`src/rtl/scmp_uart_pkg.sv`:
```
`default_nettype none
// ============================================================================
// Module      : scmp_uart_pkg
// Description : Shared definitions for the SC/MP bus UART. Holds the register
//               offsets, the STATUS and CTRL bit positions, and the state
//               encoding used by both the TX and RX state machines.
// Revision    : 1.0  initial release
// ============================================================================
package scmp_uart_pkg;

    // Register offsets within the 4-byte window (addr[1:0])
    localparam logic [1:0] c_REG_DATA   = 2'd0;
    localparam logic [1:0] c_REG_STATUS = 2'd1;
    localparam logic [1:0] c_REG_CTRL   = 2'd2;
    localparam logic [1:0] c_REG_NONE   = 2'd3;

    // STATUS bit positions
    localparam int c_ST_RX_VALID  = 0;
    localparam int c_ST_TX_BUSY   = 1;
    localparam int c_ST_OVERRUN   = 2;
    localparam int c_ST_FRAME_ERR = 3;

    // CTRL bit positions
    localparam int c_CTRL_RX_IRQ_EN = 0;
    localparam int c_CTRL_TX_IRQ_EN = 1;

    // Serial frame states, shared by transmitter and receiver
    typedef enum logic [1:0] {
        ST_IDLE  = 2'd0,
        ST_START = 2'd1,
        ST_DATA  = 2'd2,
        ST_STOP  = 2'd3
    } uart_state_t;

endpackage
`default_nettype wire

```
`src/rtl/scmp_uart_rx.sv`:
```
`default_nettype none
// ============================================================================
// Module      : scmp_uart_rx
// Description : 8N1 serial receiver. Synchronises the asynchronous line,
//               validates the start bit at half a bit time, samples data and
//               stop bits at mid-bit, and emits a one-cycle pulse per frame.
// Ports       : clk, rst        - clock, synchronous active-high reset
//               i_ser_rx        - asynchronous serial input (idle high)
//               o_valid         - one-cycle pulse: o_data holds a good byte
//               o_data[7:0]     - received byte
//               o_frame_err     - one-cycle pulse: stop bit was low
// Revision    : 1.0  initial release
// ============================================================================
module scmp_uart_rx
    import scmp_uart_pkg::*;
#(
    parameter int CLKS_PER_BIT = 1667
) (
    input  logic       clk,
    input  logic       rst,
    input  logic       i_ser_rx,
    output logic       o_valid,
    output logic [7:0] o_data,
    output logic       o_frame_err
);

    localparam int                c_CW       = (CLKS_PER_BIT > 1) ? $clog2(CLKS_PER_BIT) : 1;
    localparam logic [c_CW-1:0]   c_BIT_LAST = c_CW'(CLKS_PER_BIT - 1);
    localparam logic [c_CW-1:0]   c_HALF     = c_CW'(CLKS_PER_BIT / 2 - 1);

    logic [1:0]      r_sync;
    logic            r_line_d;
    uart_state_t     r_state,  w_state_n;
    logic [c_CW-1:0] r_cnt,    w_cnt_n;
    logic [2:0]      r_bit,    w_bit_n;
    logic [7:0]      r_shift,  w_shift_n;
    logic            r_valid,  w_valid_n;
    logic            r_ferr,   w_ferr_n;
    logic            w_line;

    assign w_line = r_sync[1];

    always_ff @(posedge clk) begin
        if (rst) begin
            r_sync   <= 2'b11;
            r_line_d <= 1'b1;
            r_state  <= ST_IDLE;
            r_cnt    <= '0;
            r_bit    <= '0;
            r_shift  <= '0;
            r_valid  <= 1'b0;
            r_ferr   <= 1'b0;
        end else begin
            r_sync   <= {r_sync[0], i_ser_rx};
            r_line_d <= w_line;
            r_state  <= w_state_n;
            r_cnt    <= w_cnt_n;
            r_bit    <= w_bit_n;
            r_shift  <= w_shift_n;
            r_valid  <= w_valid_n;
            r_ferr   <= w_ferr_n;
        end
    end

    always_comb begin
        w_state_n = r_state;
        w_cnt_n   = r_cnt + 1'b1;
        w_bit_n   = r_bit;
        w_shift_n = r_shift;
        w_valid_n = 1'b0;
        w_ferr_n  = 1'b0;
        case (r_state)
            ST_IDLE: begin
                w_cnt_n = '0;
                // Start on a falling edge, not a low level, so a line still
                // low after a framing error does not retrigger a frame.
                if (r_line_d && !w_line) begin
                    w_state_n = ST_START;
                end
            end
            ST_START: begin
                if (r_cnt == c_HALF) begin
                    w_cnt_n   = '0;
                    w_state_n = w_line ? ST_IDLE : ST_DATA;
                end
            end
            ST_DATA: begin
                // Counting restarted at mid start bit, so a full bit time
                // lands in the middle of each data bit.
                if (r_cnt == c_BIT_LAST) begin
                    w_cnt_n   = '0;
                    w_shift_n = {w_line, r_shift[7:1]};
                    w_bit_n   = r_bit + 1'b1;
                    if (r_bit == 3'd7) begin
                        w_state_n = ST_STOP;
                    end
                end
            end
            ST_STOP: begin
                if (r_cnt == c_BIT_LAST) begin
                    w_cnt_n   = '0;
                    w_state_n = ST_IDLE;
                    w_valid_n = w_line;
                    w_ferr_n  = !w_line;
                end
            end
            default: w_state_n = ST_IDLE;
        endcase
    end

    assign o_valid     = r_valid;
    assign o_data      = r_shift;
    assign o_frame_err = r_ferr;

endmodule
`default_nettype wire

```
`src/rtl/scmp_bus_uart.sv`:
```
`default_nettype none
// ============================================================================
// Module      : scmp_bus_uart
// Description : Memory-mapped UART for the SC/MP bus. Decodes a 4-byte window
//               (DATA, STATUS, CTRL, unused), transmits 8N1 frames, receives
//               through scmp_uart_rx and raises a registered interrupt.
// Ports       : clk, rst            - clock, synchronous active-high reset
//               ADS_n, RD_n, WR_n   - CPU strobes, active low
//               addr[11:0]          - CPU address bits 11:0
//               D_i[7:0]            - CPU data out (page in [3:0] during ADS_n)
//               D_o[7:0], hit       - read data and read-decode flag
//               ser_tx, ser_rx      - serial lines
//               irq                 - interrupt request (sense-A)
// Config      : SCMP_UART_RX_FIFO_EN - 4-entry RX FIFO instead of one holding
//               register
// Revision    : 1.0  initial release
// ============================================================================
module scmp_bus_uart
    import scmp_uart_pkg::*;
#(
    parameter logic [3:0]  BASE_PAGE    = 4'hB,
    parameter logic [11:0] BASE_OFFSET  = 12'hF00,
    parameter int          CLKS_PER_BIT = 1667
) (
    input  logic        clk,
    input  logic        rst,
    input  logic        ADS_n,
    input  logic        RD_n,
    input  logic        WR_n,
    input  logic [11:0] addr,
    input  logic [7:0]  D_i,
    output logic [7:0]  D_o,
    output logic        hit,
    output logic        ser_tx,
    input  logic        ser_rx,
    output logic        irq
);

    localparam int              c_CW       = (CLKS_PER_BIT > 1) ? $clog2(CLKS_PER_BIT) : 1;
    localparam logic [c_CW-1:0] c_BIT_LAST = c_CW'(CLKS_PER_BIT - 1);

    // ---------------- bus decode ----------------
    logic [3:0] r_page;
    logic       r_wr_n_d, r_rd_n_d;
    logic       w_sel, w_wr_stb, w_rd_end;
    logic [1:0] w_reg;

    assign w_sel    = (r_page == BASE_PAGE) && (addr[11:2] == BASE_OFFSET[11:2]);
    assign w_reg    = addr[1:0];
    assign w_wr_stb = w_sel && !WR_n && r_wr_n_d;   // first cycle of the write pulse
    assign w_rd_end = w_sel && RD_n && !r_rd_n_d;   // trailing edge of the read
    assign hit      = w_sel && !RD_n;

    always_ff @(posedge clk) begin
        if (rst) begin
            r_page   <= '0;
            r_wr_n_d <= 1'b1;
            r_rd_n_d <= 1'b1;
        end else begin
            if (!ADS_n) begin
                r_page <= D_i[3:0];
            end
            r_wr_n_d <= WR_n;
            r_rd_n_d <= RD_n;
        end
    end

    // ---------------- control / status ----------------
    logic [1:0] r_ctrl;
    logic       r_overrun, r_frame_err, r_irq;
    logic       w_pop, w_status_clr, w_tx_busy, w_rx_valid;
    logic [7:0] w_rx_dout, w_status;
    logic       w_push, w_rx_ferr, w_do_pop, w_do_push, w_overflow, w_store_full;
    logic [7:0] w_rx_byte;

    assign w_pop        = w_rd_end && (w_reg == c_REG_DATA);
    assign w_status_clr = w_rd_end && (w_reg == c_REG_STATUS);

    always_comb begin
        w_status                 = 8'h00;
        w_status[c_ST_RX_VALID]  = w_rx_valid;
        w_status[c_ST_TX_BUSY]   = w_tx_busy;
        w_status[c_ST_OVERRUN]   = r_overrun;
        w_status[c_ST_FRAME_ERR] = r_frame_err;
    end

    always_ff @(posedge clk) begin
        if (rst) begin
            r_ctrl      <= '0;
            r_overrun   <= 1'b0;
            r_frame_err <= 1'b0;
            r_irq       <= 1'b0;
        end else begin
            if (w_wr_stb && (w_reg == c_REG_CTRL)) begin
                r_ctrl <= D_i[1:0];
            end
            // A new error in the same cycle as the clearing read wins.
            if (w_overflow) begin
                r_overrun <= 1'b1;
            end else if (w_status_clr) begin
                r_overrun <= 1'b0;
            end
            if (w_rx_ferr) begin
                r_frame_err <= 1'b1;
            end else if (w_status_clr) begin
                r_frame_err <= 1'b0;
            end
            r_irq <= (r_ctrl[c_CTRL_RX_IRQ_EN] && w_rx_valid) ||
                     (r_ctrl[c_CTRL_TX_IRQ_EN] && !w_tx_busy);
        end
    end

    assign irq = r_irq;

    always_comb begin
        D_o = 8'hFF;
        if (hit) begin
            case (w_reg)
                c_REG_DATA:   D_o = w_rx_dout;
                c_REG_STATUS: D_o = w_status;
                c_REG_CTRL:   D_o = {6'b0, r_ctrl};
                default:      D_o = 8'hFF;
            endcase
        end
    end

    // ---------------- transmitter ----------------
    uart_state_t     r_tx_state, w_tx_state_n;
    logic [c_CW-1:0] r_tx_cnt,   w_tx_cnt_n;
    logic [2:0]      r_tx_bit,   w_tx_bit_n;
    logic [7:0]      r_tx_shift, w_tx_shift_n;
    logic            r_ser_tx,   w_tx_line_n;
    logic            w_tx_load;

    assign w_tx_busy = (r_tx_state != ST_IDLE);
    // Writes to DATA while a frame is in flight are silently dropped.
    assign w_tx_load = w_wr_stb && (w_reg == c_REG_DATA) && !w_tx_busy;

    always_ff @(posedge clk) begin
        if (rst) begin
            r_tx_state <= ST_IDLE;
            r_tx_cnt   <= '0;
            r_tx_bit   <= '0;
            r_tx_shift <= '0;
            r_ser_tx   <= 1'b1;
        end else begin
            r_tx_state <= w_tx_state_n;
            r_tx_cnt   <= w_tx_cnt_n;
            r_tx_bit   <= w_tx_bit_n;
            r_tx_shift <= w_tx_shift_n;
            r_ser_tx   <= w_tx_line_n;
        end
    end

    always_comb begin
        w_tx_state_n = r_tx_state;
        w_tx_cnt_n   = r_tx_cnt + 1'b1;
        w_tx_bit_n   = r_tx_bit;
        w_tx_shift_n = r_tx_shift;
        case (r_tx_state)
            ST_IDLE: begin
                w_tx_cnt_n = '0;
                if (w_tx_load) begin
                    w_tx_state_n = ST_START;
                    w_tx_shift_n = D_i;
                end
            end
            ST_START: begin
                if (r_tx_cnt == c_BIT_LAST) begin
                    w_tx_cnt_n   = '0;
                    w_tx_state_n = ST_DATA;
                end
            end
            ST_DATA: begin
                if (r_tx_cnt == c_BIT_LAST) begin
                    w_tx_cnt_n   = '0;
                    w_tx_shift_n = {1'b0, r_tx_shift[7:1]};
                    w_tx_bit_n   = r_tx_bit + 1'b1;
                    if (r_tx_bit == 3'd7) begin
                        w_tx_state_n = ST_STOP;
                    end
                end
            end
            ST_STOP: begin
                if (r_tx_cnt == c_BIT_LAST) begin
                    w_tx_cnt_n   = '0;
                    w_tx_state_n = ST_IDLE;
                end
            end
            default: w_tx_state_n = ST_IDLE;
        endcase
        // Line level follows the next state so ser_tx is a clean flop output.
        case (w_tx_state_n)
            ST_START: w_tx_line_n = 1'b0;
            ST_DATA:  w_tx_line_n = w_tx_shift_n[0];
            default:  w_tx_line_n = 1'b1;
        endcase
    end

    assign ser_tx = r_ser_tx;

    // ---------------- receiver ----------------
    scmp_uart_rx #(
        .CLKS_PER_BIT (CLKS_PER_BIT)
    ) u_rx (
        .clk         (clk),
        .rst         (rst),
        .i_ser_rx    (ser_rx),
        .o_valid     (w_push),
        .o_data      (w_rx_byte),
        .o_frame_err (w_rx_ferr)
    );

    // A pop in the same cycle as a push frees a slot, so the push is kept
    // and no overrun is flagged.
    assign w_do_pop   = w_pop && w_rx_valid;
    assign w_do_push  = w_push && (!w_store_full || w_do_pop);
    assign w_overflow = w_push && w_store_full && !w_do_pop;

`ifdef SCMP_UART_RX_FIFO_EN
    logic [7:0] r_fifo [4];
    logic [1:0] r_wr_ptr, r_rd_ptr;
    logic [2:0] r_count;

    assign w_store_full = (r_count == 3'd4);
    assign w_rx_valid   = (r_count != 3'd0);
    assign w_rx_dout    = r_fifo[r_rd_ptr];

    always_ff @(posedge clk) begin
        if (w_do_push) begin
            r_fifo[r_wr_ptr] <= w_rx_byte;
        end
    end

    always_ff @(posedge clk) begin
        if (rst) begin
            r_wr_ptr <= '0;
            r_rd_ptr <= '0;
            r_count  <= '0;
        end else begin
            if (w_do_push) begin
                r_wr_ptr <= r_wr_ptr + 1'b1;
            end
            if (w_do_pop) begin
                r_rd_ptr <= r_rd_ptr + 1'b1;
            end
            case ({w_do_push, w_do_pop})
                2'b10:   r_count <= r_count + 1'b1;
                2'b01:   r_count <= r_count - 1'b1;
                default: r_count <= r_count;
            endcase
        end
    end
`else
    logic       r_rx_full;
    logic [7:0] r_rx_hold;

    assign w_store_full = r_rx_full;
    assign w_rx_valid   = r_rx_full;
    assign w_rx_dout    = r_rx_hold;

    always_ff @(posedge clk) begin
        if (rst) begin
            r_rx_full <= 1'b0;
            r_rx_hold <= '0;
        end else begin
            if (w_do_push) begin
                r_rx_hold <= w_rx_byte;
                r_rx_full <= 1'b1;
            end else if (w_do_pop) begin
                r_rx_full <= 1'b0;
            end
        end
    end
`endif

endmodule
`default_nettype wire

```
`config.mk`:
```
export PLATFORM = sky130hd
export DESIGN_NAME = scmp_bus_uart
export DESIGN_NICKNAME = d
export VERILOG_FILES = /design/src/rtl/scmp_uart_pkg.sv /design/src/rtl/scmp_uart_rx.sv /design/src/rtl/scmp_bus_uart.sv
export SDC_FILE = /design/constraint.sdc
export NUM_CORES = 1
export LEC_CHECK = 0
export CORE_ASPECT_RATIO = 1.4
export CORE_MARGIN = 1.5
export CORE_UTILIZATION = 50
export CTS_BUF_LIST = sky130_fd_sc_hd__clkbuf_8
export CTS_CLUSTER_SIZE = 14
export DETAILED_ROUTE_END_ITERATION = 12
export PLACE_DENSITY_LB_ADDON = 0.12
export SYNTH_ARGS = -nofsm -noshare
export SYNTH_HDL_FRONTEND = slang
export SYNTH_SLANG_ARGS = --single-unit
```
`constraint.sdc`:
```
create_clock -name clk -period 3.1 [get_ports clk]
set_input_delay 0.62 -clock clk [delete_from_list [all_inputs] [get_ports clk]]
set_output_delay 0.62 -clock clk [all_outputs]
set_load 0.02 [all_outputs]
```
After elaboration in Yosys (flattened, before gate mapping)
Index checks and enable logic that the tools add are counted.

Bits in latches: 0. ROM bits: 0. RAM bits: 0. Bits of input ports: 26. Output and inout bits: 11. Memories kept: 0. Word-level logic and storage cells: 124. Register bits: 74.

Shift operators: 0. Equality and inequality tests: 24. $lt $le $gt $ge: 0. Reduce and logical (&&, ||, !) cells: 42. Mux-type cells: 29. Div/mod/pow operators: 0. Multipliers: 0. Bitwise operators: 2. $add $sub $neg: 4.

Operators with widths (count): two-way mux 11 bit (3); one-hot mux 11 bit (3 select lines) (1); two-way mux 8 bit (3); one-hot mux 8 bit (3 select lines) (1); adder 11 x 1 -> 11 bit, second input constant (2); == test 11 bit, second input constant (2); two-way mux 2 bit (11); one-hot mux 11 bit (2 select lines) (1); logical AND 1 bit (18); one-hot mux 2 bit (4 select lines) (2); one-hot mux 8 bit (2 select lines) (1); == test 2 bit, second input constant (6); == test 11 x 10 -> 1 bit, second input constant (1); == test 10 bit, second input constant (1); inequality test 2 x 1 -> 1 bit, second input constant (5); nonzero test 2 bit (5); == test 2 x 1 -> 1 bit, second input constant (4); logical NOT 1 bit (7); adder 3 x 1 -> 3 bit, second input constant (2); == test 3 bit, second input constant (2); logical NOT 2 bit (3); OR reduction 3 bit (2); two-way mux 1 bit (5); AND reduction 5 bit (1); other kinds (8) (12).

Depth between registers and ports, before layout
Word-level depth: 10. Mapped depth: 8. Gate-level depth less buffers: 6.

By module
From an unflattened synthesis, not the netlist that was laid out.

Cell total of the unflattened synthesis: 355. Area, all modules: 3398.3 um2.

By module, submodules not included: scmp_bus_uart (instances 1, area each 2160.8 um2, sequential area each 900.9 um2, cells each 231); scmp_uart_rx (instances 1, area each 1237.4 um2, sequential area each 580.6 um2, cells each 124).

Worst setup path after synthesis
Ideal clock, no wire load.

Path kind: input-to-output. Start: input addr[5]. End: output D_o[4]. Stages: 5. Required time: 2480 ps. Data arrival time: 2190 ps. Setup slack: 290 ps. Path buffers: 1. Cell sequence: or4b_4 -> or4_4 -> buf_6 -> nor2_4 -> o21ai_0.

Cells in the longest elaborated chain, start to end: 4.

RTL lines: from (decl) (line scmp_bus_uart.sv:30) `input logic [11:0] addr,`; == test 10 bit (line scmp_bus_uart.sv:48) `assign w_sel = (r_page == BASE_PAGE) && (addr[11:2] == BASE_OFFSET[11:2]);`; logical AND 1 bit (line scmp_bus_uart.sv:48); logical AND 1 bit (line scmp_bus_uart.sv:52) `assign hit = w_sel && !RD_n;`; named net hit (line scmp_bus_uart.sv:33) `output logic hit,`; two-way mux 8 bit (line scmp_bus_uart.sv:117) `if (hit) begin`; to (decl) (line scmp_bus_uart.sv:32) `output logic [7:0] D_o,`.

The timed path passes the listed nets, and every way through them passes these cells.

Final worst setup path
Start: input addr[4]. End: output D_o[6].

Cells in the longest elaborated chain, start to end: 4.

RTL lines (line): == test 10 bit (scmp_bus_uart.sv:48); logical AND 1 bit (scmp_bus_uart.sv:48); logical AND 1 bit (scmp_bus_uart.sv:52); two-way mux 8 bit (scmp_bus_uart.sv:117).

Every way passes these cells.

==> impl_metrics.json <==
{
  "status": "finished clean",
  "final_nets": 456,
  "setup_slack_ps": 156,
  "grt_use_total_pct": 19.6,
  "layout_common_cells": "dfxtp_1 (74), nor2_1 (44), nand2_1 (43), mux2i_1 (24), clkdlybuf4s50_1 (23)",
  "vias": 2760,
  "synth_top_family_by_area": "simple AND/OR/NAND/NOR gates",
  "ys_types": 56,
  "avgViaCountPerCell": 5.38,
  "ctsHoldBuffers": 0,
  "clk_latency_ps": 340,
  "place_ws_ps": -438,
  "initial_core_util_pct": 52.2,
  "dieArea_um2": 7420,
  "synth_nets": 416,
  "worstSetupPathType": "in2out",
  "gp_congestion": 0.801,
  "worstSetupEndpointType": "output pin",
  "placeableCoreArea_um2": 6610,
  "htreeDepth": 3,
  "cts_root_buffer": "clkbuf_8",
  "grt_pass1_wl_mm": 11.4,
  "hp-class": "reg2reg",
  "wl_per_cell_um": 13.1,
  "antenna_found_initial": 0,
  "routed_wirelength_mm": 6.73,
  "syn_to_final_growth_pct": 18.8,
  "postLayoutCellArea_um2": 4100,
  "layout_commonest_cell": "dfxtp_1",
  "skew_ps": 7.98,
  "instances_no_fill": 513,
  "dr.pass1.iters": 4,
  "fin_crit_ps": 2940,
  "drive_gt1_share_pct": 12.6,
  "die_w_um": 73.2,
  "setup_viol_count_final": 0,
  "dp.cells": 498,
  "hpwl_mm": 4.88,
  "total_power_mw": 1.78,
  "row_count": 35,
  "hold_slack_ps": 410,
  "p_per_area_nw_per_um2": 434,
  "cts.sinks": 74,
  "seq_area_frac_synth_pct": 42.9,
  "synth_warnings": 0,
  "drv_slew": 0,
  "worst_pin_slew_ps": 1060,
  "crit_fanout": 5,
  "startpoint_type": "input port",
  "antenna_cells": 0,
  "timing.final.crit_share_pct": 95.0,
  "grt_max_degree": 31,
  "synth_edf_count": 0,
  "async_flop_share_pct": 0,
  "grt-ovfl-total": 0,
  "grt_pass1_vias": 2636,
  "drcViolationCount": 0,
  "place_area_um2": 3930,
  "synthAdderAreaFrac_pct": 4.71,
  "cts_setup_buffers": 0,
  "vdd_ir_drop_max_mv": 0.278,
  "path_clk_slew_ps": 70,
  "die_h_um": 101,
  "numPortBuffers": 36,
  "fin_util_pct": 62.0,
  "worstPathArrival_ps": 2320,
  "required_ps": 2480,
  "synth-seq-cells": 74,
  "ant_nets": 0,
  "slew_headroom_pct": 29.4,
  "register_area_um2": 1480,
  "synthSimpleGateAreaFrac_pct": 25.3,
  "avgSynthCellArea_um2": 9.15,
  "multi_input_comb_area_um2": 1840,
  "grt_setup_unrepaired": "false",
  "synth_compound_area_share_pct": 10.3,
  "synthCells": 377,
  "numCtsBuffers": 9,
  "total_leakage_power_nw": 1.54,
  "hold_viol": 0,
  "cts_buffer_depth": 2,
  "yosys.area_share.xor_xnor_pct": 5.08,
  "syn_area_um2": 3450,
  "nFillCells": 572,
  "finalSetupTns_ps": 0,
  "drt_iter0_markers": 159,
  "fmax_ghz": 0.340,
  "maxCapViolCount": 0,
  "synthMuxAreaShare_pct": 7.72,
  "ys.flop_type": "dfxtp_1",
  "cts_tree": "done",
  "ios": 37
}
## area by class of cell
type                            instances  area share, %
Inverter                               11           1.01
Timing Repair Buffer                   49           10.4
Clock inverter                          5           1.34
Clock buffer                           10           3.36
Multi-Input combinational cell        272           45.0
Tap cell                               92           2.81
Sequential cell                        74           36.1
## Yosys cell counts, types with 2 or more instances
cell type / number / area [µm²]
a21oi_1: 10 / 50.1
a22oi_1: 5 / 37.5
a31oi_1: 2 / 12.5
a32oi_1: 7 / 61.3
and3_1: 5 / 31.3
and4_1: 4 / 35.0
and4b_1: 4 / 40.0
buf_1: 2 / 7.51
buf_2: 4 / 20.0
clkbuf_1: 11 / 41.3
dfxtp_1: 74 / 1480
ha_1: 13 / 163
inv_1: 11 / 41.3
mux2i_1: 24 / 240
nand2_1: 43 / 161
nand2b_1: 3 / 18.8
nand3_1: 12 / 60.1
nand4_1: 9 / 56.3
nand4b_1: 2 / 17.5
nor2_1: 44 / 165
nor2b_1: 9 / 56.3
nor3_1: 5 / 25.0
nor3b_1: 3 / 22.5
nor4_1: 2 / 12.5
nor4_2: 2 / 25.0
o211ai_1: 7 / 52.6
o21ai_0: 9 / 45.0
or2_2: 4 / 25.0
or4_4: 2 / 22.5
xnor2_1: 12 / 105
xor2_1: 8 / 70.1
## power breakdown
part           switching, mW  internal, mW  total [mW]  leakage (nW)
clock                  0.341         0.386       0.727        0.0941
sequential           0.00401         0.957       0.961         0.598
combinational         0.0422        0.0487      0.0909         0.848
total                  0.387          1.39        1.78          1.54
## final timing paths
check | start | end | slack, ps | cells after the start
min | u_rx.r_sync[0]$_SDFF_PP1_ | u_rx.r_sync[1]$_SDFF_PP1_ | 410 | 1
min reg2reg | u_rx.r_sync[0]$_SDFF_PP1_ | u_rx.r_sync[1]$_SDFF_PP1_ | 410 | 1
max reg2reg | u_rx.r_cnt[0]$_SDFF_PP0_ | u_rx.r_cnt[6]$_SDFF_PP0_ | 1070 | 6
max | addr[4] | D_o[6] | 160 | 6
## sequential cells by signal, indices dropped and copies added (netlist names), 2 cells and up, named ones only
| name | flops |
|---|---|
| r_tx_cnt | 11 |
| u_rx.r_cnt | 11 |
| r_rx_hold | 8 |
| r_tx_shift | 8 |
| u_rx.o_data | 8 |
| r_page | 4 |
| r_tx_bit | 3 |
| u_rx.r_bit | 3 |
| r_ctrl | 2 |
| r_tx_state | 2 |
| u_rx.r_sync | 2 |
## critical path: stages
cell and delay (ps):
dlygate4sd2_1 230, or4b_4 510, or4_4 480, nor2_4 140, o21ai_0 90, clkdlybuf4s15_2 260
## cell families (layout without fill, tap and decap cells)
family / Yosys count / count (layout)
simple gates: 162 / 162
flops: 74 / 74
compound gates: 51 / 51
buf+inv: 31 / 75
mux: 26 / 26
xor+xnor: 20 / 20
fa+ha+maj: 13 / 13
## metal layers
layer	part of all wire [%]	vias up	track usage (%)
li1	-	1415	-
met1	43	1291	22.7
met2	53	44	34.5
met3	2.6	10	3.88
met4	1.9	0	8.42
met5	0	-	0
## timing repair
action | CTS | global route
endpoints found under the hold margin | 0 | 0
gates resized for setup | 44 | 1
cloned | 0 | 0
setup endpoints to repair | 9 | 5
pin swaps | 3 | 2
Note: power is estimated with default switching activity, not from simulation.
